[src/rtl/snoop_dispatch_pkg.sv]
// snoop_dispatch_pkg
// Shared definitions for the snooper dispatcher.
// Contents:
//   state_e         - dispatcher FSM encoding (idle / stream / finish)
//   sel_width()     - select width for an N-entry VM array (minimum 1 bit)
//   NVmsDefault     - default VM count
//   SelWidthDefault - select width for the default VM count
package snoop_dispatch_pkg;

   typedef enum logic [1:0] {
      StIdle   = 2'd0,
      StStream = 2'd1,
      StFinish = 2'd2
   } state_e;

   function automatic int unsigned sel_width(input int unsigned n);
      return (n > 1) ? $clog2(n) : 1;
   endfunction

   localparam int unsigned NVmsDefault     = 4;
   localparam int unsigned SelWidthDefault = sel_width(NVmsDefault);

endpackage

[src/rtl/snoop_dispatch_if.sv]
// snoop_dispatch_if
// Bundles the upstream snooper bus and the broadcast VM-side bus.
// Upstream: up_wr_addr, up_wr_data, up_wr_en, up_done (to dispatcher), up_ready (from it).
// VM side:  vm_wr_addr, vm_wr_data, vm_wr_en, vm_done (from dispatcher), vm_ready (to it).
// Modports: master = snooper / VM array side, slave = dispatcher side.
interface snoop_dispatch_if #(
   parameter int unsigned N_VMS                = 4,
   parameter int unsigned SNOOP_FWD_ADDR_WIDTH = 9,
   parameter int unsigned DATA_WIDTH           = 64
);
   logic [SNOOP_FWD_ADDR_WIDTH-1:0] up_wr_addr;
   logic [DATA_WIDTH-1:0]           up_wr_data;
   logic                            up_wr_en;
   logic                            up_done;
   logic                            up_ready;

   logic [SNOOP_FWD_ADDR_WIDTH-1:0] vm_wr_addr;
   logic [DATA_WIDTH-1:0]           vm_wr_data;
   logic [N_VMS-1:0]                vm_wr_en;
   logic [N_VMS-1:0]                vm_done;
   logic [N_VMS-1:0]                vm_ready;

   modport master (
      output up_wr_addr, up_wr_data, up_wr_en, up_done, vm_ready,
      input  up_ready, vm_wr_addr, vm_wr_data, vm_wr_en, vm_done
   );

   modport slave (
      input  up_wr_addr, up_wr_data, up_wr_en, up_done, vm_ready,
      output up_ready, vm_wr_addr, vm_wr_data, vm_wr_en, vm_done
   );
endinterface

[src/rtl/snoop_dispatch_rr_pick.sv]
// rr_pick
// Combinational circular priority picker: returns the first set bit of req at or after
// ptr, wrapping from N_VMS-1 back to 0.
// Ports:
//   req   in  N_VMS - request vector
//   ptr   in  SEL_W - search start index (must be < N_VMS)
//   idx   out SEL_W - selected index (0 when nothing requested)
//   valid out 1     - at least one request bit is set
module rr_pick
   import snoop_dispatch_pkg::*;
#(
   parameter int unsigned N_VMS = 4,
   localparam int unsigned SEL_W = sel_width(N_VMS)
) (
   input  logic [N_VMS-1:0] req,
   input  logic [SEL_W-1:0] ptr,
   output logic [SEL_W-1:0] idx,
   output logic             valid
);

   int               cand;
   logic [SEL_W-1:0] cand_idx;

   always_comb begin
      idx      = '0;
      valid    = 1'b0;
      cand     = 0;
      cand_idx = '0;
      for (int i = 0; i < int'(N_VMS); i++) begin
         cand     = (int'(ptr) + i) % int'(N_VMS);
         cand_idx = SEL_W'(cand);
         if (!valid && req[cand_idx]) begin
            valid = 1'b1;
            idx   = cand_idx;
         end
      end
   end

endmodule

[src/rtl/snoop_dispatch.sv]
// snoop_dispatch
// Round-robin dispatcher sharing one upstream packet snooper among N_VMS bpfvm instances.
// A packet is granted to the next ready VM, its beats are registered and forwarded to that
// VM only, and a single-cycle done pulse closes it.
// Ports:
//   clk, rst        - clock and asynchronous active-high reset
//   bus (slave)     - upstream snooper bus plus broadcast VM bus (see snoop_dispatch_if)
//   grant_idx       - index of the current or most recently granted VM
//   pkt_count       - packets dispatched, wraps modulo 2^32
//   err_wr_unready  - sticky: a write arrived while no VM was granted
module snoop_dispatch
   import snoop_dispatch_pkg::*;
#(
   parameter int unsigned N_VMS                = 4,
   parameter int unsigned SNOOP_FWD_ADDR_WIDTH = 9,
   parameter int unsigned DATA_WIDTH           = 64,
   localparam int unsigned SEL_W = sel_width(N_VMS)
) (
   input  logic             clk,
   input  logic             rst,
   snoop_dispatch_if.slave  bus,
   output logic [SEL_W-1:0] grant_idx,
   output logic [31:0]      pkt_count,
   output logic             err_wr_unready
);

   state_e                          state_q, state_d;
   logic [SEL_W-1:0]                grant_q, grant_d;
   logic [SEL_W-1:0]                rr_ptr_q, rr_ptr_d;
   logic [31:0]                     pkt_count_q, pkt_count_d;
   logic                            err_q, err_d;
   logic [SNOOP_FWD_ADDR_WIDTH-1:0] addr_q, addr_d;
   logic [DATA_WIDTH-1:0]           data_q, data_d;
   logic [N_VMS-1:0]                wr_en_q, wr_en_d;

   logic [N_VMS-1:0] grant_onehot;
   logic [SEL_W-1:0] pick_idx;
   logic             pick_valid;

   rr_pick #(
      .N_VMS (N_VMS)
   ) u_rr_pick (
      .req   (bus.vm_ready),
      .ptr   (rr_ptr_q),
      .idx   (pick_idx),
      .valid (pick_valid)
   );

   always_comb begin
      grant_onehot          = '0;
      grant_onehot[grant_q] = 1'b1;
   end

   always_comb begin
      state_d     = state_q;
      grant_d     = grant_q;
      rr_ptr_d    = rr_ptr_q;
      pkt_count_d = pkt_count_q;
      err_d       = err_q;
      addr_d      = addr_q;
      data_d      = data_q;
      wr_en_d     = '0;

      case (state_q)
         StIdle: begin
            if (pick_valid) begin
               grant_d = pick_idx;
               state_d = StStream;
            end
         end
         StStream: begin
            // A beat coinciding with up_done is still forwarded.
            if (bus.up_wr_en) begin
               wr_en_d = grant_onehot;
               addr_d  = bus.up_wr_addr;
               data_d  = bus.up_wr_data;
            end
            if (bus.up_done) begin
               state_d = StFinish;
            end
         end
         StFinish: begin
            pkt_count_d = pkt_count_q + 32'd1;
            rr_ptr_d    = (grant_q == SEL_W'(N_VMS - 1)) ? '0 : grant_q + SEL_W'(1);
            state_d     = StIdle;
         end
         default: begin
            state_d = StIdle;
         end
      endcase

      // Beats outside STREAM are dropped and flagged until reset.
      if (bus.up_wr_en && (state_q != StStream)) begin
         err_d = 1'b1;
      end
   end

   always_ff @(posedge clk or posedge rst) begin
      if (rst) begin
         state_q     <= StIdle;
         grant_q     <= '0;
         rr_ptr_q    <= '0;
         pkt_count_q <= '0;
         err_q       <= 1'b0;
         addr_q      <= '0;
         data_q      <= '0;
         wr_en_q     <= '0;
      end else begin
         state_q     <= state_d;
         grant_q     <= grant_d;
         rr_ptr_q    <= rr_ptr_d;
         pkt_count_q <= pkt_count_d;
         err_q       <= err_d;
         addr_q      <= addr_d;
         data_q      <= data_d;
         wr_en_q     <= wr_en_d;
      end
   end

   // FINISH lasts exactly one cycle, so decoding done from state gives a one-cycle pulse.
   assign bus.up_ready   = (state_q == StStream);
   assign bus.vm_done    = (state_q == StFinish) ? grant_onehot : '0;
   assign bus.vm_wr_en   = wr_en_q;
   assign bus.vm_wr_addr = addr_q;
   assign bus.vm_wr_data = data_q;

   assign grant_idx      = grant_q;
   assign pkt_count      = pkt_count_q;
   assign err_wr_unready = err_q;

endmodule
[src/flat_wrapper.sv]
// flat-port wrapper written by rule: the top's interface ports become plain ports
module snoop_dispatch_flat import snoop_dispatch_pkg::*;
#(
   parameter int unsigned N_VMS                = 4,
   parameter int unsigned SNOOP_FWD_ADDR_WIDTH = 9,
   parameter int unsigned DATA_WIDTH           = 64,
   localparam int unsigned SEL_W = sel_width(N_VMS)
)
  (clk, rst, grant_idx, pkt_count, err_wr_unready, bus_up_wr_addr, bus_up_wr_data, bus_up_wr_en, bus_up_done, bus_vm_ready, bus_up_ready, bus_vm_wr_addr, bus_vm_wr_data, bus_vm_wr_en, bus_vm_done);
  snoop_dispatch_if #(.N_VMS(N_VMS), .SNOOP_FWD_ADDR_WIDTH(SNOOP_FWD_ADDR_WIDTH), .DATA_WIDTH(DATA_WIDTH)) bus_i ();
  input  logic clk;
  input  logic rst;
  output logic [SEL_W-1:0] grant_idx;
  output logic [31:0] pkt_count;
  output logic err_wr_unready;
  input wire logic [$bits(bus_i.up_wr_addr)-1:0] bus_up_wr_addr;
  input wire logic [$bits(bus_i.up_wr_data)-1:0] bus_up_wr_data;
  input wire logic [$bits(bus_i.up_wr_en)-1:0] bus_up_wr_en;
  input wire logic [$bits(bus_i.up_done)-1:0] bus_up_done;
  input wire logic [$bits(bus_i.vm_ready)-1:0] bus_vm_ready;
  output wire logic [$bits(bus_i.up_ready)-1:0] bus_up_ready;
  output wire logic [$bits(bus_i.vm_wr_addr)-1:0] bus_vm_wr_addr;
  output wire logic [$bits(bus_i.vm_wr_data)-1:0] bus_vm_wr_data;
  output wire logic [$bits(bus_i.vm_wr_en)-1:0] bus_vm_wr_en;
  output wire logic [$bits(bus_i.vm_done)-1:0] bus_vm_done;
  assign bus_i.up_wr_addr = bus_up_wr_addr;
  assign bus_i.up_wr_data = bus_up_wr_data;
  assign bus_i.up_wr_en = bus_up_wr_en;
  assign bus_i.up_done = bus_up_done;
  assign bus_i.vm_ready = bus_vm_ready;
  assign bus_up_ready = bus_i.up_ready;
  assign bus_vm_wr_addr = bus_i.vm_wr_addr;
  assign bus_vm_wr_data = bus_i.vm_wr_data;
  assign bus_vm_wr_en = bus_i.vm_wr_en;
  assign bus_vm_done = bus_i.vm_done;
  snoop_dispatch #(.N_VMS(N_VMS), .SNOOP_FWD_ADDR_WIDTH(SNOOP_FWD_ADDR_WIDTH), .DATA_WIDTH(DATA_WIDTH)) u_core (.clk(clk), .rst(rst), .bus(bus_i), .grant_idx(grant_idx), .pkt_count(pkt_count), .err_wr_unready(err_wr_unready));
endmodule
[config.mk]
export PLATFORM = sky130hd
export DESIGN_NAME = snoop_dispatch_flat
export DESIGN_NICKNAME = d
export VERILOG_FILES = /design/src/rtl/snoop_dispatch_pkg.sv /design/src/rtl/snoop_dispatch_if.sv /design/src/rtl/snoop_dispatch_rr_pick.sv /design/src/rtl/snoop_dispatch.sv /design/src/flat_wrapper.sv
export SDC_FILE = /design/constraint.sdc
export NUM_CORES = 1
export LEC_CHECK = 0
export ABC_CLOCK_PERIOD_IN_PS = 6700
export BUFFER_PORTS_ARGS = -buffer_cell sky130_fd_sc_hd__buf_2
export CAP_MARGIN = 40
export CORE_MARGIN = 4
export CORE_UTILIZATION = 50
export CTS_CLUSTER_DIAMETER = 80
export DETAILED_ROUTE_END_ITERATION = 8
export PLACE_DENSITY = 0.83
export RECOVER_POWER = 100
export SYNTH_ARGS = -nofsm -noshare
export SYNTH_HDL_FRONTEND = slang
export SYNTH_SLANG_ARGS = --single-unit
[constraint.sdc]
create_clock -name clk -period 6.7 [get_ports clk]
set_input_delay 1.34 -clock clk [delete_from_list [all_inputs] [get_ports clk]]
set_output_delay 1.34 -clock clk [all_outputs]
set_load 0.02 [all_outputs]
=== Word level (Yosys, flattened, before mapping) ===
Index checks and enable logic that the tools add are counted.

* Register bits: 116
* Input port bits: 81
* Output and inout port bits: 117

* $add $sub $neg: 5
* Order comparisons: 6
* Eq/ne operators: 6
* Multiplexer cells: 25
* Reduce and logical (&&, ||, !) cells: 12

{| class="wikitable"
|+ Operators with widths
! operator !! number
|-
| 32-bit by 1-bit adder with 32-bit output (second input constant) || 1
|-
| 2-bit by 3-bit less-than comparator with 1-bit output (second input constant) || 5
|-
| 2-bit two-way mux || 7
|-
| 4-bit two-way mux || 3
|-
| 1-bit two-way mux || 9
|-
| 1-bit binary-select mux with 2-bit select || 4
|-
| 2-bit AND reduction || 3
|-
| 1-bit logical AND || 5
|-
| 2-bit by 1-bit adder with 2-bit output (second input constant) || 2
|-
| 2-bit adder (second input constant) || 2
|-
| 2-bit equality test (second input constant) || 2
|-
| 2-bit by 1-bit != test with 1-bit output (second input constant) || 2
|-
| 2-bit case mux with 2 select lines || 1
|-
| 1-bit logical NOT || 3
|-
| 1-bit demux with 2-bit select || 1
|-
| 2-bit by 1-bit equality test with 1-bit output (second input constant) || 1
|-
| 2-bit by 1-bit >= comparator with 1-bit output (second input constant) || 1
|-
| 2-bit logical NOT || 1
|-
| 2-bit != test (second input constant) || 1
|}

=== Longest topological paths before layout ===
* Word-level depth: 14
* Gate-level depth with buffers: 5
* Depth with buffers taken out: 5

=== Cells and area by module ===
From an unflattened synthesis, not the netlist that was laid out.

* Cells, all modules: 338
* Area, all modules: 4769.6 sq um

{| class="wikitable"
|+ Modules (own cells, without submodules)
! module !! instances !! cells an instance !! area each (sq um)
|-
| snoop_dispatch || 1 || 323 || 4692.0
|-
| rr_pick || 1 || 15 || 77.6
|}

=== Least setup slack after synthesis ===
No wires, ideal clock.

* Path type: flip-flop to output port
* Start point: register u_core.state_q[1]
* End point: output port bus_vm_done[0]
* Data arrival time: 1.150 ns
* Required time: 5.360 ns
* Path slack: 4.210 ns
* Cell stages (with the launch flop): 4
* Buffers on the path: 1
* Cell sequence: dfrtp_1 -> nor2b_1 -> clkbuf_1 -> and2_1

* Longest elaborated chain between the ends: 2

{| class="wikitable"
|+ RTL lines
! element !! line !! source
|-
| from (decl) || snoop_dispatch.sv:27 || <nowiki>state_e state_q, state_d;</nowiki>
|-
| from (signal assigned) || snoop_dispatch.sv:100 || <nowiki>state_q <= StIdle;</nowiki>
|-
| from (signal assigned) || snoop_dispatch.sv:109 || <nowiki>state_q <= state_d;</nowiki>
|-
| 2-bit equality test || snoop_dispatch.sv:122 || <nowiki>assign bus.vm_done = (state_q == StFinish) ? grant_onehot : '0;</nowiki>
|-
| 4-bit two-way mux || snoop_dispatch.sv:122 ||
|-
| to (decl) || flat_wrapper.sv:25 || <nowiki>output wire logic [$bits(bus_i.vm_done)-1:0] bus_vm_done;</nowiki>
|}

No other way between the ends.

=== Worst setup path in the final report ===
* Start point: input port bus_up_wr_en
* End point: register u_core.data_q[25], in the netlist u_core.bus.vm_wr_data[25]

* Longest elaborated chain between the ends: 1

{| class="wikitable"
|+ RTL lines
! element !! line !! source
|-
| from (decl) || flat_wrapper.sv:18 || <nowiki>input wire logic [$bits(bus_i.up_wr_en)-1:0] bus_up_wr_en;</nowiki>
|-
| 2-bit AND reduction (no source line) || - ||
|-
| to (signal assigned) || snoop_dispatch.sv:115 || <nowiki>data_q <= data_d;</nowiki>
|-
| to (decl) || snoop_dispatch.sv:33 || <nowiki>logic [DATA_WIDTH-1:0] data_q, data_d;</nowiki>
|}

No other way between the ends.
A chain may end at the register's enable or synchronous reset.

==> summary.txt <==
Die
  • DIE AREA: 0.0110 mm^2
  • Io pins: 198
  • Height of the die: 105 um
  • # rows: 35
  • Core area: 0.00915 mm^2
  • Chip width: 105 um
  • Initial Util: 51.1%

Timing
  • Fin Setup TNS: 0 ps
  • Hold_ws: 455 ps
  • Slew at the pin closest to its max-slew limit: 3840 ps
  • Relative slew slack: -156%
  • Endpoints failing hold: 0
  • Final WS setup: 2230 ps
  • Setup repair after global routing missed its margin: false
  • Tmin final: 4470 ps
  • Highest Clock Rate: 0.224 GHz
  • Final setup fails: 0
  • Slew Limit Fails: 131
  • Clk_skew: 10.5 ps
  • Final period util: 66.7%

Min path
  • Hold path depth: 1
  • Hold Startpoint: u_core.err_wr_unready
  • Hold/Removal Path Class: reg -> reg

Detailed routing
  • Met3 wire len: 653 um
  • Drt first pass iters: 4
  • Top layer in use: met4
  • DR vias: 3,419
  • DRT iter0 DRCs: 183
  • Total Wirelength: 11,300 um
  • Wl on met1: 4720 um
  • Wire per inst: 16.9 um
  • WL met2: 5800 um
  • Post-route ant nets: 0
  • Vias per inst: 5.11
  • Number of remaining DRC errors: 0

Yosys
  • Yosys warns: 0
  • Synth Cell Area: 0.00468 mm^2
  • Share of the synthesized area in the top cell type: 62.1%
  • Fraction of registers with async set/reset: 100%
  • Ys flop type: dfrtp_1
  • Top post-synthesis cells by area: dfrtp_1 (62%), mux2_2 (16%), xnor2_1 (3.9%), xor2_1 (1.9%), and3_1 (1.5%)
  • Yosys top cell by area: dfrtp_1
  • EDFF count, synth: 0
  • Yosys reg bits: 116
  • Syn avg cell area: 14.0 um^2
  • Syn Inst Count: 335
  • Syn nets: 421
  • Post-synth cell types: 32
  • Commonest cells post-synth: dfrtp_1 (116), mux2_2 (68), xnor2_1 (21), nand2_1 (13), nand3_1 (13)
  • Top-count cell post-synth: dfrtp_1
  • Sequential share of the synthesized area: 62.1%

Status
  • Failing checks: capacitance limit, slew limit
  • Status: finished, violations left

Power
  • Leak Pwr: 2.84 nW
  • Max VDD drop: 0.000343 V
  • Total power: 3.03 mW
  • Pwr dens: 488 mW/mm^2

Clock network
  • Setup Buffers After CTS: 0
  • CTS sink cnt: 116
  • CTS root buf: clkbuf_8
  • Post_cts resized: 0
  • H-tree Lvls: 4
  • CTS Hold Buffers Added: 0
  • CTS clk-pin slew, worst paths: 60 ps
  • CTS tree: built
  • CTS max path bufs: 2
  • TritonCTS buffer count: 17
  • Clock Latency Late Sink: 500 ps

Layout
  • Register area: 0.00290 mm^2
  • Fillers: 728
  • Multi-input gate area: 0.00168 mm^2
  • Number of diodes: 0
  • Share of cells above drive strength 1: 33.0%
  • Layout area overhead: 32.6%
  • NumNets Final: 631
  • Post-Layout Inst Area: 0.00620 mm^2

Setup path
  • Critical path fanouts, max: 73
  • Reg2reg setup slack: 2540 ps
  • Cells on worst reg2reg path: 5
  • RR Startpoint: u_core.state_q[1]
  • CP endpoint: u_core.bus.vm_wr_data[25]
  • CP Data Arrival Time: 4830 ps
  • Startpoint types: input pin
  • Critical path startpoint: bus_up_wr_en
  • Critical path capture point type: register
  • Crit Path Category: in -> reg
  • Req. time, crit path: 7060 ps
  • Worst flop-to-flop path endpoint: u_core.bus.vm_wr_data[25]

GRT
  • Largest net degree at the start of global routing: 74
  • Antenna violations before repair: 0
  • Total grt overflow: 0
  • Number of global-route vias before repair: 3,588
  • Total track usage: 20.5%
  • First-pass GRT wire length: 17,900 um

Placed design
  • Routability cong.: 0.812
  • DP Wirelength: 8190 um
  • Dpl ws: 3860 ps
  • Port Buf Inserts: 197
  • Post-DP Area: 0.00578 mm^2

Job
  • Max-Cap Viols: 2
sequential cells by signal, indices dropped and copies added (netlist names):
signal,cells
u_core.rr_ptr_q,2
u_core.state_q,2
u_core.grant_idx,2
u_core.bus.vm_wr_addr,9
u_core.pkt_count,32
u_core.err_wr_unready,1
u_core.bus.vm_wr_data,64
u_core.bus.vm_wr_en,4
kinds of logic (layout without fill, tap and decap cells):
family / Yosys count / in the layout / synth area share (%)
flip-flops: 116 / 116 / 62.1
AND/OR/NAND/NOR: 77 / 77 / 9.34
multiplexers: 75 / 75 / 18.0
XOR/XNOR: 31 / 31 / 5.81
buffers and inverters: 18 / 241 / 1.66
AO/OA/AOI/OAI: 13 / 13 / 1.74
adder cells (fa/ha/maj): 5 / 5 / 1.34
per-layer routing:
| metal | GRT usage (%) | up-vias |
|---|---|---|
| met1 | 24.6 | 1673 |
| met2 | 35.8 | 128 |
| met3 | 5.00 | 8 |
| li1 | - | 1610 |
| met5 | 0 | - |
| met4 | 7.31 | 0 |
stage by stage:
step	cells	util, %
floorplan	335	-
global placement	636	63.1
detailed placement	637	63.2
CTS	669	69.6
global route	669	67.8
finish	669	67.8
cells in the final DEF, fill, tap and decap left out, drive strengths merged, types with 2 or more instances in the layout:
| cell type | n |
|---|---|
| clkbuf | 136 |
| ha | 5 |
| bufinv | 2 |
| nand4 | 12 |
| nand2 | 13 |
| or3 | 3 |
| clkinvlp | 3 |
| inv | 13 |
| nor3 | 3 |
| mux2 | 74 |
| buf | 83 |
| nor4 | 5 |
| nand3 | 13 |
| o21ai | 6 |
| and2 | 5 |
| dfrtp | 116 |
| xor2 | 10 |
| and3 | 11 |
| xnor2 | 21 |
| clkinv | 4 |
| nor2 | 7 |
| a21oi | 2 |
layout make-up:
cell class / instances / share of cell area, %
multi-input cells: 201 / 27.1
repair buffers: 200 / 13.8
flip-flops and latches: 116 / 46.8
clock buffers: 19 / 7.12
well taps: 111 / 2.24
inverters: 9 / 0.565
clock inverters: 13 / 2.36
power by group:
part / leakage [nW] / internal [mW] / switching, mW / total [mW]
Combinational: 1.12 / 0.393 / 0.639 / 1.03
Clock: 0.286 / 0.554 / 0.323 / 0.877
Sequential: 1.44 / 0.963 / 0.155 / 1.12
Total: 2.84 / 1.91 / 1.12 / 3.03
how the worst min path moves through the flow:
stage and endpoint:
3_3_place_gp u_core.err_wr_unready, 3_5_place_dp u_core.err_wr_unready, 4_1_cts u_core.err_wr_unready, 2_1_floorplan u_core.rr_ptr_q[0], 5_1_grt u_core.err_wr_unready, 6_report u_core.err_wr_unready
critical path: stages:
cell and delay (ps):
clkbuf_1 140, nand2_2 70, clkbuf_1 2670, mux2_2 510
Note: power is estimated with default switching activity, not from simulation.
